## config.mk

```make
export PLATFORM = sky130hd
export DESIGN_NAME = bin2rns_seq
export DESIGN_NICKNAME = d
export VERILOG_FILES = /design/src/rtl/rns_pkg.sv /design/src/rtl/rns_horner_lane.sv /design/src/rtl/bin2rns_seq.sv
export SDC_FILE = /design/constraint.sdc
export NUM_CORES = 1
export LEC_CHECK = 0
export CAP_MARGIN = 20
export CORE_UTILIZATION = 30
export DETAILED_ROUTE_END_ITERATION = 8
export GPL_ROUTABILITY_DRIVEN = 0
export SKIP_LAST_GASP = 1
export SYNTH_ARGS = -nofsm -noshare
export SYNTH_HDL_FRONTEND = slang
export SYNTH_SLANG_ARGS = --single-unit
```

## constraint.sdc

```tcl
create_clock -name clk -period 6.1 [get_ports clk]
set_input_delay 1.83 -clock clk [delete_from_list [all_inputs] [get_ports clk]]
set_output_delay 1.83 -clock clk [all_outputs]
set_load 0.005 [all_outputs]
```

## src/rtl/rns_pkg.sv

```systemverilog
// rtl/rns_pkg.sv - shared RNS constants, default moduli and converter state encoding
package rns_pkg;

    localparam int MOD_NUM  = 4;
    localparam int MOD_SIZE = 3;
    localparam int MOD_W    = MOD_SIZE + 1;
    localparam int RANGE    = MOD_NUM * MOD_SIZE;
    localparam int CNT_W    = $clog2(RANGE + 1);
    localparam int MAX_MOD  = 1 << MOD_SIZE;

    localparam logic [MOD_W-1:0] DEF_MOD_1 = MOD_W'(7);
    localparam logic [MOD_W-1:0] DEF_MOD_2 = MOD_W'(5);
    localparam logic [MOD_W-1:0] DEF_MOD_3 = MOD_W'(3);
    localparam logic [MOD_W-1:0] DEF_MOD_4 = MOD_W'(8);

    typedef enum logic [1:0] {
        IDLE = 2'd0,
        RUN  = 2'd1,
        FIX  = 2'd2,
        DONE = 2'd3
    } state_t;

endpackage

```

## src/rtl/rns_horner_lane.sv

```systemverilog
// rtl/rns_horner_lane.sv - one modulus lane of the bit-serial Horner residue reduction
module rns_horner_lane
    import rns_pkg::*;
(
    input  logic                clk,
    input  logic                reset,
    input  logic                clear,
    input  logic                step_en,
    input  logic                step_bit,
    input  logic                fix_en,
    input  logic                fix_sign,
    input  logic [MOD_W-1:0]    modulus,
    output logic [MOD_SIZE-1:0] residue,
    output logic                illegal
);

    logic [MOD_SIZE-1:0] r;
    logic [MOD_W-1:0]    t;
    logic [MOD_SIZE-1:0] step_next;
    logic [MOD_SIZE-1:0] fixed;

    assign illegal = (modulus < MOD_W'(2)) || (modulus > MOD_W'(MAX_MOD));

    // t = 2*r + bit; since r < m, t < 2*m and a single subtract brings it back into range
    assign t = {r, step_bit};

    // Next residue for a Horner step, and the sign/legality fix-up of the finished residue.
    // The subtraction is done in MOD_SIZE bits: the true result is below m <= 2^MOD_SIZE,
    // so wrapping modulo 2^MOD_SIZE gives the exact value (m = 2^MOD_SIZE included).
    always_comb begin
        step_next = t[MOD_SIZE-1:0];
        if (t >= modulus) begin
            step_next = t[MOD_SIZE-1:0] - modulus[MOD_SIZE-1:0];
        end
        fixed = r;
        if (illegal) begin
            fixed = '0;
        end else if (fix_sign && (r != '0)) begin
            fixed = modulus[MOD_SIZE-1:0] - r;
        end
    end

    // During the fix cycle the parent samples the fixed-up value in the same edge it is stored
    assign residue = fix_en ? fixed : r;

    // Residue register: cleared on accept, stepped once per input bit, fixed up once at the end
    always_ff @(posedge clk) begin
        if (reset) begin
            r <= '0;
        end else if (clear) begin
            r <= '0;
        end else if (step_en) begin
            r <= step_next;
        end else if (fix_en) begin
            r <= fixed;
        end
    end

endmodule

```

## src/rtl/bin2rns_seq.sv

```systemverilog
// rtl/bin2rns_seq.sv - sequential signed binary to four-residue RNS forward converter
module bin2rns_seq
    import rns_pkg::*;
(
    input  logic                clk,
    input  logic                reset,
    input  logic [MOD_W-1:0]    mod_1,
    input  logic [MOD_W-1:0]    mod_2,
    input  logic [MOD_W-1:0]    mod_3,
    input  logic [MOD_W-1:0]    mod_4,
    input  logic [RANGE-1:0]    x_in,
    input  logic                in_valid,
    output logic                in_ready,
    output logic [MOD_SIZE-1:0] c0,
    output logic [MOD_SIZE-1:0] c1,
    output logic [MOD_SIZE-1:0] c2,
    output logic [MOD_SIZE-1:0] c3,
    output logic                out_err,
    output logic                out_valid,
    input  logic                out_ready
);

    state_t              state;
    logic [CNT_W-1:0]    cnt;
    logic [RANGE-1:0]    mag;
    logic                sign;
    logic [MOD_W-1:0]    mod_q    [MOD_NUM];
    logic [MOD_SIZE-1:0] lane_res [MOD_NUM];
    logic [MOD_NUM-1:0]  lane_ill;
    logic                accept;

    assign accept = (state == IDLE) && in_valid && in_ready;

    for (genvar k = 0; k < MOD_NUM; k++) begin : g_lane
        rns_horner_lane u_lane (
            .clk      (clk),
            .reset    (reset),
            .clear    (accept),
            .step_en  (state == RUN),
            .step_bit (mag[RANGE-1]),
            .fix_en   (state == FIX),
            .fix_sign (sign),
            .modulus  (mod_q[k]),
            .residue  (lane_res[k]),
            .illegal  (lane_ill[k])
        );
    end

    // Control FSM: latch operands, feed magnitude MSB-first, publish residues, hold until taken
    always_ff @(posedge clk) begin
        if (reset) begin
            state     <= IDLE;
            in_ready  <= 1'b1;
            out_valid <= 1'b0;
            out_err   <= 1'b0;
            c0        <= '0;
            c1        <= '0;
            c2        <= '0;
            c3        <= '0;
            cnt       <= '0;
            mag       <= '0;
            sign      <= 1'b0;
            mod_q[0]  <= DEF_MOD_1;
            mod_q[1]  <= DEF_MOD_2;
            mod_q[2]  <= DEF_MOD_3;
            mod_q[3]  <= DEF_MOD_4;
        end else begin
            case (state)
                IDLE: begin
                    in_ready <= 1'b1;
                    if (accept) begin
                        mod_q[0] <= mod_1;
                        mod_q[1] <= mod_2;
                        mod_q[2] <= mod_3;
                        mod_q[3] <= mod_4;
                        sign     <= x_in[RANGE-1];
                        // Two's-complement negate; the most negative word maps onto 2^(RANGE-1)
                        mag      <= x_in[RANGE-1] ? (~x_in + RANGE'(1)) : x_in;
                        cnt      <= CNT_W'(RANGE);
                        in_ready <= 1'b0;
                        state    <= RUN;
                    end
                end
                RUN: begin
                    mag <= mag << 1;
                    cnt <= cnt - CNT_W'(1);
                    if (cnt == CNT_W'(1)) begin
                        state <= FIX;
                    end
                end
                FIX: begin
                    c0        <= lane_res[0];
                    c1        <= lane_res[1];
                    c2        <= lane_res[2];
                    c3        <= lane_res[3];
                    out_err   <= |lane_ill;
                    out_valid <= 1'b1;
                    state     <= DONE;
                end
                DONE: begin
                    if (out_ready) begin
                        out_valid <= 1'b0;
                        in_ready  <= 1'b1;
                        state     <= IDLE;
                    end
                end
                default: begin
                    state <= IDLE;
                end
            endcase
        end
    end

endmodule

```

# Word level (Yosys, flattened, before mapping)

Memories as Yosys holds them, arrays and structs flattened.
Cells that the tools add are included.

Bits in registers: 46
Memory bits (writable): 16
Bits of input ports: 32
Output and inout port bits: 15
Logic and storage cells: 120
Memories: 1

Add/subtract/negate cells: 10
$lt $le $gt $ge: 12
Eq/ne operators: 7
Mux-type cells: 44
Bitwise logic cells: 5
Reductions and logical operators: 26

Memory list:

| memory | depth | width | read ports | clocked after Yosys merged registers in | wr ports | RTL line          | RTL |
|---|---|---|---|---|---|---|---|
| mod_q  | 4     | 4     | 4          | 0                                       | 4        | bin2rns_seq.sv:27 | `logic [MOD_W-1:0] mod_q [MOD_NUM];` |

Operators with widths:

| cell                                                                  | number |
|---|---|
| 3-bit 2-to-1 mux                                                      | 20 |
| 12-bit 2-to-1 mux                                                     | 2 |
| 12-bit one-hot mux with 2 select lines                                | 1 |
| 3-bit subtractor                                                      | 8 |
| 4-bit 2-to-1 mux                                                      | 5 |
| 4-bit >= comparator                                                   | 4 |
| 4-bit > comparator (second input constant)                            | 4 |
| 4-bit by 2-bit < comparator with 1-bit output (second input constant) | 4 |
| 12-bit by 1-bit adder with 12-bit output (second input constant)      | 1 |
| 12-bit inverter                                                       | 1 |
| 3-bit nonzero test                                                    | 4 |
| 1-bit 2-to-1 mux                                                      | 9 |
| 2-bit one-hot mux with 4 select lines                                 | 1 |
| 4-bit one-hot mux with 2 select lines                                 | 1 |
| 2-bit AND reduction                                                   | 4 |
| 2-bit nonzero test                                                    | 4 |
| 1-bit logical AND                                                     | 6 |
| 2-bit 2-to-1 mux                                                      | 3 |
| 2-bit != test (second input constant)                                 | 3 |
| 2-bit == test (second input constant)                                 | 2 |
| 4-bit by 1-bit == test with 1-bit output (second input constant)      | 1 |
| 1-bit logical OR                                                      | 4 |
| 1-bit bitwise OR                                                      | 4 |
| 1-bit one-hot mux with 2 select lines                                 | 2 |
| 6 further kinds                                                       | 6 |

# Longest topological paths before layout

Gate-level depths: netlist of the first run.

Depth in word-level cells: 8
Mapped depth: 9
Mapped depth without buffers: 8

# Modules after synthesis

A second synthesis of the first run with hierarchy kept.

Cells, all modules: 477
Area, all modules: 4383.0 um^2

Modules (own cells, without submodules):

| module                                  | instances | cells an instance | area each (um^2) | seq. area each (um^2) |
|---|---|---|---|---|
| bin2rns_seq                             | 1         | 248               | 2496.1           | 1161.1 |
| rns_horner_lane at g_lane[0].u_lane ... | 3         | 57                | 475.5            | 60.1 |
| rns_horner_lane at g_lane[3].u_lane     | 1         | 58                | 460.4            | 60.1 |

# Worst setup path after synthesis of the first run

Ideal clock, no wire load.

Path type: input-to-reg
Start: input port x_in[0]
End: register mag[8]
Library setup time: 132 ps
Arrival: 3021 ps
Data required time: 5968 ps
Slack: 2946 ps
Stages: 7
Path buffers: 0
Cell sequence: inv_1 -> ha_1 -> or4b_4 -> o41ai_4 -> xnor2_1 -> o21ai_1 -> a21oi_1

Word-level cells in the longest chain between the ends: 5

Ends and longest elaborated chain:

| what                                     | RTL line          | RTL |
|---|---|---|
| start, declared                          | bin2rns_seq.sv:11 | `input logic [RANGE-1:0] x_in,` |
| 12-bit inverter                          | bin2rns_seq.sv:78 | `mag <= x_in[RANGE-1] ? (~x_in + RANGE'(1)) : x_in;` |
| 12-bit by 1-bit adder with 12-bit output | bin2rns_seq.sv:78 |  |
| 12-bit 2-to-1 mux                        | bin2rns_seq.sv:78 |  |
| 12-bit 2-to-1 mux                        | bin2rns_seq.sv:71 | `if (accept) begin` |
| 12-bit one-hot mux with 2 select lines   | bin2rns_seq.sv:68 | `case (state)` |
| end signal, assigned                     | bin2rns_seq.sv:78 |  |
| end signal, assigned                     | bin2rns_seq.sv:85 | `mag <= mag << 1;` |
| end, declared                            | bin2rns_seq.sv:25 | `logic [RANGE-1:0] mag;` |

No other way between the ends. The select of a mux whose other input is x is not followed.
A chain may end at the register's enable or synchronous reset.

# Worst setup path after layout of the first run

Start: input port in_valid
End: register mag[9]

Word-level cells in the longest chain between the ends: 4

Ends and longest elaborated chain:

| what                                 | RTL line          | RTL |
|---|---|---|
| start, declared                      | bin2rns_seq.sv:12 | `input logic in_valid,` |
| 1-bit logical AND (2 in a row)       | bin2rns_seq.sv:32 | `assign accept = (state == IDLE) && in_valid && in_ready;` |
| 2-bit != test (no source line)       | -                 |  |
| 2-bit AND reduction (no source line) | -                 |  |

No other way between the ends.

==> metrics, run 1 <==
maximum clock path buffer count=2; design area=4782 um2; worst path required time=6360 ps; post-route ant nets=0; P_int=1.247 mW; Avg Synthesized Cell Area=9.150 um2; clock share of power=23.9%; H-Tree Depth=3; HP Start=mag[3]; global-route wire length before repair=14580 um; status=finished clean; vias per inst=4.880; Critical path origin=in_valid; sw power=0.8204 mW; CTS resizes=0; crit path max fanout=15; relative slew slack=34.09%; layout cells sized above 1=4.681%; Num CTS Buffers=9; endpoint type of the worst setup path=register; final core utilization=37.89%; Combinational Power Share=44.2%; Seq/Total Area, Yosys=36.04%; placement-stage cell area=4492 um2; synthesis-stage register bit count=62; mapped cell area=3889 um2; worst r2r dst=g_lane[2].u_lane.r[2]; FMAX=0.2803 GHz; Async SR Flop Fraction=0%; Setup Skew=4.043 ps; crit start category=primary input; drt first pass iters=4; core area=12620 um2; Ports=47; Hold Path Class=reg -> reg; Congestion Overflow GR=0; global-route usage over all layers=14.25%; initial antenna violation count=0; Post CTS Setup Buffer Count=0; setup ws final=2533 ps; clock sinks=62; largest net degree at the start of global routing=45; # diodes=0; worst setup path endpoint=mag[9]; I/O Buffers=46; Peak supply drop=0.0002305 V; met2 wire len=4345 um; Hold Buf Count CTS=0; Main synth FF type=dfxtp_1; FF-to-FF Start=mag[11]; CTS tree=built; Slew @ Worst Pin=988.7 ps; Pins Over Slew Limit=0; die area=13420 um2; DR vias=3133; # setup viols final=0; Mapped Nets=492; # rows=41; initial drt markers=179; Power Dens Cells=432.3 nW/um2; cell count after synthesis=425; maxcap violations=0; critical path class=in -> reg; Net Sw Frac=39.69%; nets=532; area delta synth->final=22.97%; met3 wire length=401 um; Die Y=115.9 um; hpwl dp=6508 um; final hold slack=454.1 ps; WP data arrival=3830 ps; R2R cell count=8; final period utilization=58.48%; root buffer cell=clkbuf_16; met1 wire length=4013 um; Leak=1.810 nW; Ys Warns=0; Initial Util=30.81%; Fill cells=1324; Yosys cell types=48; DR WL/cell=13.88 um; Post-Route WL=8911 um; Reg clk slew, reported paths=50 ps; top sig layer=met4; clk_lat worst skew=330 ps; R2R setup slack=3570 ps; final hold violations=0; pre-CTS setup slack=2025 ps; drc violations=0; DIE WIDTH=115.9 um; RSZ-0062 raised after global routing=no; Reg power frac=32.0%; setup_tns=0 ps; Post-synth EDFFs=16; post-layout min period=3567 ps; vias in the first global route=3065
[state kept, by name (all words and copies together) (netlist names)]
name	cells
c0	3
cnt	4
in_ready	1
g_lane.u_lane.r	12
c2	3
c3	3
mod_q	16
state	2
out_err	1
sign	1
mag	12
out_valid	1
c1	3
[routing by layer]
metal | up-vias | global-route usage [%]
li1 | 1595 | -
met1 | 1467 | 16.57
met2 | 60 | 24.56
met3 | 11 | 4.236
met4 | 0 | 5.556
met5 | - | 0
[cells in the mapped netlist, types with 2 or more instances]
master	instances	area (um2)
mux2i_1	33	330.3
o21ai_1	3	15.01
o211a_1	3	30.03
nor2b_1	5	31.28
inv_1	39	146.4
ha_1	27	337.8
o21a_1	5	37.54
nor3_1	5	25.02
xor2_1	5	43.79
nand2_1	21	78.83
xnor2_1	11	96.34
a221oi_1	9	78.83
clkbuf_1	10	37.54
nand2b_1	4	25.02
a2111oi_0	2	17.52
a21oi_1	35	175.2
nor2_1	35	131.4
a21boi_0	4	30.03
a311oi_1	2	17.52
a32o_1	3	30.03
o21ai_0	31	155.2
nand3_1	2	10.01
a31oi_1	2	12.51
dfxtp_1	46	920.9
nor4_1	2	12.51
o31ai_1	2	15.01
edfxtp_1	16	480.5
o211ai_1	8	60.06
or3_1	12	75.07
fa_1	8	160.2
buf_1	3	11.26
buf_2	6	30.03
a211oi_1	4	30.03
and2_1	8	50.05
[critical path, cell delays in order]
cell and delay [ps]:
clkdlybuf4s50_1 510, nand3_1 500, o21ai_0 370, clkbuf_4 280
o21a_1 130, o21ai_0 70, a21oi_1 140
[cells by family after synthesis]
logic type / Yosys count / share of synthesized area [%]
flops: 62 / 36.04
compound gates: 122 / 20.69
xor+xnor: 16 / 3.603
fa+ha+maj: 35 / 12.81
mux: 33 / 8.494
simple gates: 97 / 12.16
buf+inv: 60 / 6.210
[placed cells by master (no fill, tap or decap), types with 9 or more instances in the layout]
cell / instances
edfxtp_1: 16
xnor2_1: 11
nand2_1: 21
o21ai_0: 31
or3_1: 12
ha_1: 27
clkbuf_16: 9
clkdlybuf4s50_1: 46
dfxtp_1: 46
inv_1: 39
nor2_1: 35
a21oi_1: 35
a221oi_1: 9
mux2i_1: 33
[power by group through the flow]
stage / clock network, mW / logic (mW) / registers [mW]
floorplan: 0 / 0.706 / 0.633
global placement: 0 / 0.879 / 0.665
detailed placement: 0 / 0.913 / 0.667
CTS: 0.503 / 0.916 / 0.660
global route: 0.519 / 1.03 / 0.681
finish: 0.494 / 0.913 / 0.661
[layout make-up]
cell class,instances,area (um2),area share [%]
clock buffer,12,236.5,4.945
clock inverter,4,46.29,0.9681
inverter,39,146.4,3.061
multi-input combinational,303,2246,46.96
sequential,62,1401,29.30
tap,172,215.2,4.500
timing repair buffer,50,490.5,10.26
[metrics by stage]
stage / total power, mW / cells
2_1_floorplan: 1.338 / 425
3_3_place_gp: 1.544 / 625
3_5_place_dp: 1.580 / 625
4_1_cts: 2.078 / 641
5_1_grt: 2.230 / 642
6_report: 2.067 / 642
[worst min path at each step]
stage	to	slack (ps)	cells after the start
6_report	mag[3]	450	2
5_1_grt	mag[1]	480	2
4_1_cts	mag[3]	450	2
3_5_place_dp	mag[3]	450	2
3_3_place_gp	mag[3]	440	2
2_1_floorplan	mag[3]	430	2
(Power assumes the default switching activity.)
==> run 2, diff against run 1 <==
==> constraint.sdc (replaced) <==
create_clock -name clk -period 3.61 [get_ports clk]
set_input_delay 1.083 -clock clk [delete_from_list [all_inputs] [get_ports clk]]
set_output_delay 1.083 -clock clk [all_outputs]
set_load 0.005 [all_outputs]
==> run 2 against run 1 <==
Net effect: die area stayed put; worst hold slack got worse by 2.3 ps; sequential power rose by 71%; core utilization barely moved; critical path depth up 1; combinational power rose by 70%; wire length grew 3.4%; via count increased by 0.57%; sequential cell count unchanged; critical endpoint is now mag[10]; largest power group unchanged.
==> metrics, run 2 (synthesis gave the netlist of run 1 again) <==
status=finished clean (unchanged); worst path cell trace=clkdlybuf4s50_1, inv_1, ha_1, or4b_4, o31ai_2, xnor2_1, o21ai_1, a21oi_1 (was clkdlybuf4s50_1, nand3_1, o21ai_0, clkbuf_4, o21a_1, o21ai_0, a21oi_1); I/O Buffers=46 (unchanged); # setup viols final=0 (unchanged); Peak supply drop=0.0003058 V (was 0.0002305 V); R2R cell count=8 (unchanged); crit start category=primary input (unchanged); drt first pass iters=4 (unchanged); initial antenna violation count=0 (unchanged); Hold Buf Count CTS=0 (unchanged); Num CTS Buffers=9 (unchanged); post-layout min period=2667 ps; Critical Path Max Stage Delay=510 ps (about the same); relative slew slack=34.95% (was 34.09%); Largest regs=mod_q: 16 flops, g_lane.u_lane.r: 12 flops, mag: 12 flops (unchanged); maximum clock path buffer count=2 (unchanged); Biggest register=mod_q (unchanged); HP Start=mag[3] (unchanged); CTS resizes=0 (unchanged); Critical path origin=x_in[1] (was in_valid); max FFs per register=16 (unchanged); Post CTS Setup Buffer Count=0 (unchanged); vias in the first global route=3173 (was 3065); CTS tree=built (unchanged); Slew @ Worst Pin=975.8 ps (was 988.7 ps); global-route usage over all layers=14.61% (was 14.25%); final hold violations=0 (unchanged); layout cells sized above 1=4.883% (was 4.681%); DR vias=3151 (was 3133); hold path depth=2 (unchanged); H-Tree Depth=3 (unchanged); Power Dens Cells=728.6 nW/um2 (was 432.3 nW/um2); core area=12620 um2 (unchanged); post-route ant nets=0 (unchanged); drc violations=0 (unchanged); Initial Util=30.81% (unchanged); worst path required time=3870 ps (was 6360 ps); RSZ-0062 raised after global routing=no (unchanged); final period utilization=73.87%; root buffer cell=clkbuf_16 (unchanged); maxcap violations=0 (unchanged); hpwl dp=6883 um (was 6508 um); FMAX=0.3750 GHz; largest net degree at the start of global routing=36 (was 45); DR WL/cell=14.33 um (was 13.88 um); commonest cells after routing, fill and taps aside=dfxtp_1 (46), clkdlybuf4s50_1 (46), inv_1 (39) (unchanged); Leak=1.813 nW (was 1.810 nW); clk_lat worst skew=330 ps (about the same); Pins Over Slew Limit=0 (unchanged); vias per inst=4.900 (was 4.880); critical path class=in -> reg (unchanged); global-route wire length before repair=15020 um (was 14580 um); Hold Path Class=reg -> reg (unchanged); WP data arrival=2920 ps (was 3830 ps); area delta synth->final=23.10% (was 22.97%); Fill cells=1301 (was 1324); Setup Skew=6.783 ps (was 4.043 ps); # diodes=0 (unchanged); Die Y=115.9 um (unchanged); setup_tns=0 ps (unchanged); endpoint type of the worst setup path=register (unchanged); FF-to-FF Start=mag[11] (unchanged); nets=533 (was 532); die area=13420 um2 (unchanged); crit path max fanout=4 (was 15); DIE WIDTH=115.9 um (unchanged); # rows=41 (unchanged); Ports=47 (unchanged); CP max stage cell=or4b_4 (was clkdlybuf4s50_1); Congestion Overflow GR=0 (unchanged); clock sinks=62 (unchanged); initial drt markers=106 (was 179); Post-Route WL=9212 um (was 8911 um); final core utilization=37.93% (was 37.89%); Reg clk slew, reported paths=50 ps (about the same)
[run 2: cell count changes in the layout (fill, tap and decap cells not counted)]
| cell | change |
|---|---|
| buf_4 | +2 |
| clkbuf_4 | -1 |
| clkbuf_16 | +1 |
| clkinv_4 | +1 |
| bufinv_16 | -1 |
| inv_4 | -1 |
[run 2: per-stage QoR]
stage                     total power [mW]  hold slack, ps  setup slack [ps]  cells  cell area, um2
after floorplan                      2.261           426.8              1203    425            3889
after detailed placement             2.696           448.8             592.6    627            4507
after global placement               2.637           437.0             658.6    627            4507
after global routing                 3.785           476.5             839.3    643            4787
final                                3.488           451.8             943.2    643            4787
after CTS                            3.521           456.0             939.3    643            4787
[run 2: final timing paths]
check                                        endpoint  slack, ps
worst max-delay path                          mag[10]        940
worst max register to register  g_lane[2].u_lane.r[2]       1120
worst min register to register                 mag[3]        450
worst min-delay path                           mag[3]        450
[run 2: worst max-delay path: cells and delay by family]
family	cells	cell delay (ps)
AO/OA/AOI/OAI	3	450
XOR/XNOR	1	160
adder cells (fa/ha/maj)	1	180
buffers and inverters	2	530
AND/OR/NAND/NOR	1	510
[run 2: where the power goes]
group	leakage [nW]	total, mW	internal (mW)	switching [mW]
Clock	0.139	0.816	0.506	0.310
Combinational	1.15	1.55	0.656	0.890
Sequential	0.523	1.13	0.922	0.203
Total	1.81	3.49	2.08	1.40
[run 2: layout make-up]
class,count,area (um2),area share [%]
Multi-Input combinational cell,303,2246,46.92
Sequential cell,62,1401,29.27
Timing Repair Buffer,51,498.0,10.40
Clock buffer,13,261.5,5.463
Tap cell,172,215.2,4.496
Inverter,39,146.4,3.058
Clock inverter,3,18.77,0.3921
[run 2: metal layers]
metal / share of wire [%] / wire, um / GRT usage [%] / vias to the layer above
met2: 50 / 4606 / 25.91 / 53
met5: 0 / 0 / 0 / -
li1: - / - / - / 1593
met1: 45 / 4186 / 16.96 / 1494
met4: 1.2 / 113 / 4.957 / 0
met3: 3.3 / 306 / 3.870 / 11
